--- config.mk ---
export PLATFORM = sky130hd
export DESIGN_NAME = mult_div_unit
export DESIGN_NICKNAME = d
export VERILOG_FILES = /design/src/rtl/mult_div_unit_pkg.sv /design/src/rtl/mult_div_unit_cond_negate.sv /design/src/rtl/mult_div_unit.sv
export SDC_FILE = /design/constraint.sdc
export NUM_CORES = 1
export LEC_CHECK = 0
export ABC_AREA = 0
export CAP_MARGIN = 0
export CORE_UTILIZATION = 38
export CTS_CLUSTER_DIAMETER = 200
export DETAILED_ROUTE_END_ITERATION = 6
export DONT_BUFFER_PORTS = 1
export PLACE_DENSITY = 0.62
export SYNTH_ARGS = -nofsm -noshare
export SYNTH_HDL_FRONTEND = slang
export SYNTH_HIERARCHICAL = 1
export SYNTH_SLANG_ARGS = --single-unit
--- constraint.sdc ---
create_clock -name clk -period 4.3 [get_ports clk]
set_input_delay 0.86 -clock clk [delete_from_list [all_inputs] [get_ports clk]]
set_output_delay 0.86 -clock clk [all_outputs]
set_load 0.01 [all_outputs]
--- src/rtl/mult_div_unit_pkg.sv ---
// Shared types and constants for the iterative multiply/divide unit that owns HI/LO.
package mult_div_unit_pkg;

    typedef enum logic [1:0] {
        IDLE = 2'd0,
        RUN  = 2'd1,
        FIX  = 2'd2,
        DONE = 2'd3
    } state_t;

    localparam logic OP_MUL = 1'b0;
    localparam logic OP_DIV = 1'b1;

    // Exception vector the control unit jumps to on a divide by zero.
    localparam logic [7:0] DIV_ZERO_ADDR = 8'd255;

endpackage

--- src/rtl/mult_div_unit_cond_negate.sv ---
// Conditional two's-complement negator: dout = neg ? -din : din.
module cond_negate #(
    parameter int unsigned WIDTH = 32
) (
    input  logic             neg,
    input  logic [WIDTH-1:0] din,
    output logic [WIDTH-1:0] dout
);

    assign dout = neg ? (~din + WIDTH'(1)) : din;

endmodule

--- src/rtl/mult_div_unit.sv ---
// Iterative shift-add multiplier / restoring divider owning HI and LO.
// One step per cycle for WIDTH cycles, then a sign-fix cycle and a done pulse.
module mult_div_unit
    import mult_div_unit_pkg::*;
#(
    parameter int unsigned WIDTH = 32
) (
    input  logic             clk,
    input  logic             reset,
    input  logic             start,
    input  logic             op_div,
    input  logic             op_signed,
    input  logic [WIDTH-1:0] a,
    input  logic [WIDTH-1:0] b,
    input  logic             hi_wr,
    input  logic             lo_wr,
    output logic [WIDTH-1:0] hi_out,
    output logic [WIDTH-1:0] lo_out,
    output logic             busy,
    output logic             done,
    output logic             div_zero
);

    localparam int unsigned CNT_W = $clog2(WIDTH) + 1;

    state_t             state;
    logic [CNT_W-1:0]   cnt;
    logic [WIDTH-1:0]   acc_hi;
    logic [WIDTH-1:0]   acc_lo;
    logic [WIDTH-1:0]   opnd_b;
    logic               is_div;
    logic               neg_q;
    logic               neg_r;

    logic               a_neg;
    logic               b_neg;
    logic [WIDTH-1:0]   a_mag;
    logic [WIDTH-1:0]   b_mag;

    logic [WIDTH:0]     mul_sum;
    logic [WIDTH:0]     div_shift;
    logic [WIDTH:0]     div_diff;
    logic [WIDTH-1:0]   step_hi;
    logic [WIDTH-1:0]   step_lo;

    logic [2*WIDTH-1:0] prod_fix;
    logic [WIDTH-1:0]   quo_fix;
    logic [WIDTH-1:0]   rem_fix;

    // Operand magnitudes; unsigned operations never negate.
    assign a_neg = op_signed & a[WIDTH-1];
    assign b_neg = op_signed & b[WIDTH-1];

    cond_negate #(.WIDTH(WIDTH)) u_neg_a (.neg(a_neg), .din(a), .dout(a_mag));
    cond_negate #(.WIDTH(WIDTH)) u_neg_b (.neg(b_neg), .din(b), .dout(b_mag));

    // Result sign correction applied in FIX.
    cond_negate #(.WIDTH(2*WIDTH)) u_neg_prod (.neg(neg_q), .din({acc_hi, acc_lo}), .dout(prod_fix));
    cond_negate #(.WIDTH(WIDTH))   u_neg_quo  (.neg(neg_q), .din(acc_lo),           .dout(quo_fix));
    cond_negate #(.WIDTH(WIDTH))   u_neg_rem  (.neg(neg_r), .din(acc_hi),           .dout(rem_fix));

    // One iteration: acc_lo holds multiplier / dividend bits, acc_hi the partial product / remainder.
    always_comb begin
        mul_sum   = {1'b0, acc_hi} + (acc_lo[0] ? {1'b0, opnd_b} : {(WIDTH+1){1'b0}});
        div_shift = {acc_hi, acc_lo[WIDTH-1]};
        div_diff  = div_shift - {1'b0, opnd_b};
        step_hi   = mul_sum[WIDTH:1];
        step_lo   = {mul_sum[0], acc_lo[WIDTH-1:1]};
        if (is_div) begin
            if (!div_diff[WIDTH]) begin
                step_hi = div_diff[WIDTH-1:0];
                step_lo = {acc_lo[WIDTH-2:0], 1'b1};
            end else begin
                step_hi = div_shift[WIDTH-1:0];
                step_lo = {acc_lo[WIDTH-2:0], 1'b0};
            end
        end
    end

    always_ff @(posedge clk or negedge reset) begin
        if (!reset) begin
            state    <= IDLE;
            cnt      <= '0;
            acc_hi   <= '0;
            acc_lo   <= '0;
            opnd_b   <= '0;
            is_div   <= 1'b0;
            neg_q    <= 1'b0;
            neg_r    <= 1'b0;
            hi_out   <= '0;
            lo_out   <= '0;
            busy     <= 1'b0;
            done     <= 1'b0;
            div_zero <= 1'b0;
        end else begin
            done     <= 1'b0;
            div_zero <= 1'b0;
            case (state)
                IDLE: begin
                    if (start) begin
                        busy <= 1'b1;
                        if (op_div == OP_DIV && b == '0) begin
                            state    <= DONE;
                            done     <= 1'b1;
                            div_zero <= 1'b1;
                        end else begin
                            acc_hi <= '0;
                            acc_lo <= a_mag;
                            opnd_b <= b_mag;
                            is_div <= op_div;
                            neg_q  <= a_neg ^ b_neg;
                            neg_r  <= op_div & a_neg;
                            cnt    <= CNT_W'(WIDTH);
                            state  <= RUN;
                        end
                    end else begin
                        if (hi_wr) hi_out <= a;
                        if (lo_wr) lo_out <= a;
                    end
                end
                RUN: begin
                    acc_hi <= step_hi;
                    acc_lo <= step_lo;
                    cnt    <= cnt - CNT_W'(1);
                    if (cnt == CNT_W'(1)) state <= FIX;
                end
                FIX: begin
                    hi_out <= is_div ? rem_fix : prod_fix[2*WIDTH-1:WIDTH];
                    lo_out <= is_div ? quo_fix : prod_fix[WIDTH-1:0];
                    done   <= 1'b1;
                    state  <= DONE;
                end
                DONE: begin
                    busy  <= 1'b0;
                    state <= IDLE;
                end
                default: begin
                    busy  <= 1'b0;
                    state <= IDLE;
                end
            endcase
        end
    end

endmodule

; ---- Yosys cells after proc, flatten, opt, wreduce, memory -nomap -nowiden
; Index checks and enable logic that the tools add are counted.
[word_totals]
register_bits = 174
input_bits = 71
[op_classes]
add_sub_neg = 8
bitwise_logic = 10
n_eq_ne = 10
mux = 37
n_reduce_logical = 12
[ops]
columns = cell, count
row1 = 32-bit 2-to-1 mux, 18
row2 = 32-bit one-hot mux with 2 select lines, 4
row3 = 32-bit by 1-bit adder with 32-bit output (second input constant), 4
row4 = 32-bit inverter, 4
row5 = 64-bit by 1-bit adder with 64-bit output (second input constant), 1
row6 = 64-bit 2-to-1 mux, 1
row7 = 64-bit inverter, 1
row8 = 32-bit by 32-bit adder with 33-bit output, 1
row9 = 33-bit by 32-bit subtractor with 33-bit output, 1
row10 = 32-bit logical NOT, 1
row11 = 6-bit 2-to-1 mux, 2
row12 = 2-bit != test (second input constant), 6
row13 = 6-bit one-hot mux with 2 select lines, 1
row14 = 3-bit AND reduction, 4
row15 = 2-bit one-hot mux with 4 select lines, 1
row16 = 6-bit by 1-bit equality test with 1-bit output (second input constant), 1
row17 = 2-bit 2-to-1 mux, 3
row18 = 2-bit nonzero test, 3
row19 = 6-bit by 1-bit subtractor with 6-bit output (second input constant), 1
row20 = 1-bit 2-to-1 mux, 5
row21 = 2-bit equality test (second input constant), 2
row22 = 1-bit one-hot mux with 2 select lines, 2
row23 = 2-bit AND reduction, 2
row24 = 1-bit AND, 3
row25 = other kinds (5), 5

; ---- Depth between registers and ports, before layout
[logic_depth]
word_depth = 6
ltp_mapped = 14
ltp_nobuf = 13

; ---- Hierarchy
; Netlist, hierarchy kept.
[modules_own_cells]
columns = module, cells_each, area_per_inst_um2, n_inst, seq_area_each_um2
row1 = mult_div_unit, 1566, 12826.1, 1, 4354.2
row2 = cond_negate (u_neg_a ...), 99, 777.0, 4, 0.0
row3 = cond_negate (u_neg_prod), 206, 1649.1, 1, 0.0

; ---- Worst setup path before layout
; OpenSTA, ideal clock, no wires.
[synth_timing]
path_type = reg-to-reg
start = reg acc_lo[0]
end = reg acc_hi[25]
period_less_slack_ns = 3.172
t_required_ns = 4.166
setup_time_ns = 0.134
slack_ns = 1.128
path_buffers = 1
t_arrival_ns = 3.038
path_stages_with_launch = 15
cell_sequence = dfrtp_1 clkbuf_1 and2_1 ha_1 inv_1 fa_1 nand2b_1 a21oi_1 o221a_2 a41oi_2 o21ai_2 nand2_1 xnor2_1 a222oi_1 o21ai_1
[synth_between]
elab_chain_len = 4
[synth_rtl]
columns = element, line_no
row1 = start: declaration, mult_div_unit.sv:29  ; logic [WIDTH-1:0] acc_lo;
row2 = start signal: assignment, mult_div_unit.sv:108  ; acc_lo <= a_mag;
row3 = start signal: assignment, mult_div_unit.sv:123  ; acc_lo <= step_lo;
row4 = 32-bit 2-to-1 mux, mult_div_unit.sv:64  ; mul_sum = {1'b0, acc_hi} + (acc_lo[0] ? {1'b0, opnd_b} : {(WIDTH+1){1'b0}});
row5 = 32-bit by 32-bit adder with 33-bit output, mult_div_unit.sv:64
row6 = 32-bit 2-to-1 mux, mult_div_unit.sv:69  ; if (is_div) begin
row7 = 32-bit one-hot mux with 2 select lines, mult_div_unit.sv:98  ; case (state)
row8 = end signal: assignment, mult_div_unit.sv:122  ; acc_hi <= step_hi;
row9 = end: declaration, mult_div_unit.sv:28  ; logic [WIDTH-1:0] acc_hi;
; Every way passes these cells.
; A chain may end at the register's enable or synchronous reset.

; ---- Worst setup path after layout
[layout_timing]
start = reg acc_hi[0]
end = reg acc_hi[28]
[layout_between]
elab_chain_len = 4
elab_cells_between_ends = 5
[layout_rtl]
columns = element, line_no
row1 = 33-bit by 32-bit subtractor with 33-bit output, mult_div_unit.sv:66  ; div_diff = div_shift - {1'b0, opnd_b};
row2 = 32-bit 2-to-1 mux, mult_div_unit.sv:70  ; if (!div_diff[WIDTH]) begin
row3 = 32-bit 2-to-1 mux (*), mult_div_unit.sv:69
row4 = 32-bit one-hot mux with 2 select lines (*), mult_div_unit.sv:98
; Mark *: on every way between the ends. The rest lies on a longest branch, timed or not.

==> results.sh <==
export IMPL_drv_slew=0
export IMPL_setup_tns_ns=0
export IMPL_die_area_um2=47100
export IMPL_timing_fmax_mhz=268
export IMPL_synth_edf_count=0
export IMPL_sw_frac_of_total=0.525
export IMPL_layoutNonFillerInstCount=2718
export IMPL_p_comb_frac=0.641
export IMPL_cts_resized=0
export IMPL_power_frac_clock=0.102
export IMPL_final_common_cell="nand2_1"
export IMPL_syn_inst=2168
export IMPL_area_growth_synth_to_final_pct=6.40
export IMPL_status="finished, final reports clean"
export IMPL_hold_viol=0
export IMPL_row_count=78
export IMPL_critPathMaxFanout=13
export IMPL_cts_buffers=17
export IMPL_leakage_nw=7.41
export IMPL_grt_usage=0.234
export IMPL_syn_nets=2316
export IMPL_first_iter_violations=1597
export IMPL_placedCellCount=2686
export IMPL_yosys_top_cells_area="dfrtp_1 25%, xnor2_1 11%, nand2_1 8.0%"
export IMPL_final_area_um2=18700
export IMPL_firstDrtPassIters=7
export IMPL_setup_viol=0
export IMPL_p_int_mw=7.21
export IMPL_grt_overflow=0
export IMPL_diodes=0
export IMPL_grt_max_degree=175
export IMPL_worst_pin_slew_ns=1.12
export IMPL_postCtsHoldBufs=0
export IMPL_cts_sinks=174
export IMPL_synth_distinct_cells=98
export IMPL_ys_seq_area_frac=0.248
export IMPL_initial_core_util=0.387
export IMPL_via_per_inst=5.90
export IMPL_core_area_um2=45500
export IMPL_placed_area_um2=18100
export IMPL_ys_ff_latch=174
export IMPL_yosysWarningCount=6
export IMPL_post_cts_buffers=0
export IMPL_antenna_left=0
export IMPL_critPathKind="reg -> reg"
export IMPL_worst_setup_path_end_kind="flop"
export IMPL_fin_worst_skew_ns=0.0164
export IMPL_clk_pin_slew_ns=0.08
export IMPL_grt_pass1_wl_um=87100
export IMPL_die_w_um=217
export IMPL_gp_congestion=0.949
export IMPL_clock_latency_ns=0.47
export IMPL_cts_tree="done"
export IMPL_avgSynthCellArea_um2=8.11
export IMPL_relSlewSlack=0.251
export IMPL_dp_hpwl_um=41800
export IMPL_power_density_nw_per_um2=811
export IMPL_io_buffer_count=0
export IMPL_power_total_mw=15.2
export IMPL_wl_per_cell_um=20.5
export IMPL_fp_dieH_um=217
export IMPL_nets=2253
export IMPL_synth_ff_type="dfrtp_1"
export IMPL_p_switching_mw=7.96
export IMPL_antenna_found_initial=2
export IMPL_cts_root_buf="clkbuf_16"
export IMPL_drv_cap=0
export IMPL_power_share_sequential=0.258
export IMPL_io_pins=138
export IMPL_clockBufferDepth=2
export IMPL_synthArstFlopShare=1.00
export IMPL_pre_cts_ws_ns=0.457
export IMPL_num_vias=16000
export IMPL_yosysTopAreaCell="dfrtp_1"
export IMPL_layout_setup_ws_ns=0.573
export IMPL_synth_area_um2=17600
export IMPL_layout_drive_gt1_share=0.0850
export IMPL_drc=0
export IMPL_peakVddDrop_mv=0.455
export IMPL_hp_class="in -> async"
export IMPL_period_share=0.867
export IMPL_synth_top_cell_area_share=0.248
export IMPL_critical_path_required_ns=4.64
export IMPL_rsz0062_at_grt="no"
export IMPL_final_min_clock_period_ns=3.73
export IMPL_startpoint_type="flop"
export IMPL_routed_wl_um=55600
export IMPL_grt_pass1_vias=15000
export IMPL_crit_arrival_ns=4.07
export IMPL_htreeDepth=4
export IMPL_final_cell_mix="374 x nand2_1, 252 x o21ai_0, 216 x xnor2_1"
## metrics by stage
stage | hold slack, ns | utilization
after floorplan | 0.464 | -
after detailed placement | 0.522 | 0.399
after global routing | 0.0844 | 0.411
after global placement | 0.504 | 0.399
final | 0.106 | 0.411
after CTS | 0.0815 | 0.411
## routing by layer
metal  part of all wire  track usage
met5                  0            0
met4              0.027       0.0847
met3              0.075       0.0419
met2               0.43        0.350
met1               0.47        0.334
## Yosys cell counts, types with 11 or more instances
cell,n
or3_1,21
nor3_1,25
nand4_1,20
inv_1,72
a21oi_1,96
o41ai_1,28
nand3_1,26
nor2_1,57
a31oi_1,11
buf_2,13
o21ai_0,252
o21ai_1,32
nor2b_1,12
and2_1,35
nand2b_1,29
a21o_1,24
ha_1,75
o22ai_1,32
o31ai_1,56
xor2_1,21
o41ai_2,20
or2_2,11
dfrtp_1,174
clkbuf_1,71
nand2_1,374
buf_1,18
nor4_1,21
nor4_4,17
xnor2_1,216
a22oi_1,17
mux2i_1,119
## area by class of cell
type	instances	area [um^2]
multi-input cells	1806	12500
clock buffers	18	429
well taps	600	751
fillers	4676	26800
inverters	73	274
flip-flops and latches	174	4360
clock inverters	14	130
repair buffers	33	273
## power groups by stage
stage	Combinational [mW]	Sequential, mW	Clock [mW]
after floorplan	7.63	3.45	0
after global placement	9.42	3.89	0
after detailed placement	9.57	3.92	0
after CTS	9.60	3.89	1.57
after global routing	10.7	4.05	1.63
final	9.73	3.91	1.54
## worst paths after layout
kind,depth (start not counted),from,slack (ns),endpoint
worst max register to register,11,acc_hi[0],0.57,acc_hi[28]
worst max-delay path,11,acc_hi[0],0.57,acc_hi[28]
max in group asynchronous,0,reset,3.72,opnd_b[30]
worst min register to register,2,cnt[5],0.53,cnt[5]
worst min-delay path,0,reset,0.11,hi_out[13]
min in group clk,2,op_div,0.51,is_div
## sequential cells by signal, indices dropped and copies added, names as in the netlist
name and cells:
state 2, done 1, lo_out 32, opnd_b 32, neg_q 1, busy 1, acc_hi 32, acc_lo 32
neg_r 1, hi_out 32, is_div 1, div_zero 1, cnt 6
## cell families after synthesis
| kind of cell | count (synthesis) | share of synthesized area |
|---|---|---|
| AND/OR/NAND/NOR | 720 | 0.220 |
| AO/OA/AOI/OAI | 648 | 0.242 |
| XOR/XNOR | 239 | 0.121 |
| buffers and inverters | 188 | 0.0445 |
| flip-flops | 174 | 0.248 |
| multiplexers | 122 | 0.0699 |
| adder cells (fa/ha/maj) | 77 | 0.0556 |
## critical path, cell delays in order, from the launching register on
cell      delay (ns)
dfrtp_1         0.60
inv_1           0.15
fa_1            0.45
nand2b_1        0.19
a21oi_1         0.29
o21ai_1         0.18
a21oi_1         0.34
a21oi_2         0.18
xnor2_4         0.28
buf_4           0.27
mux2_1          0.35
a221o_1         0.32
Note: power is estimated with default switching activity, not from simulation.
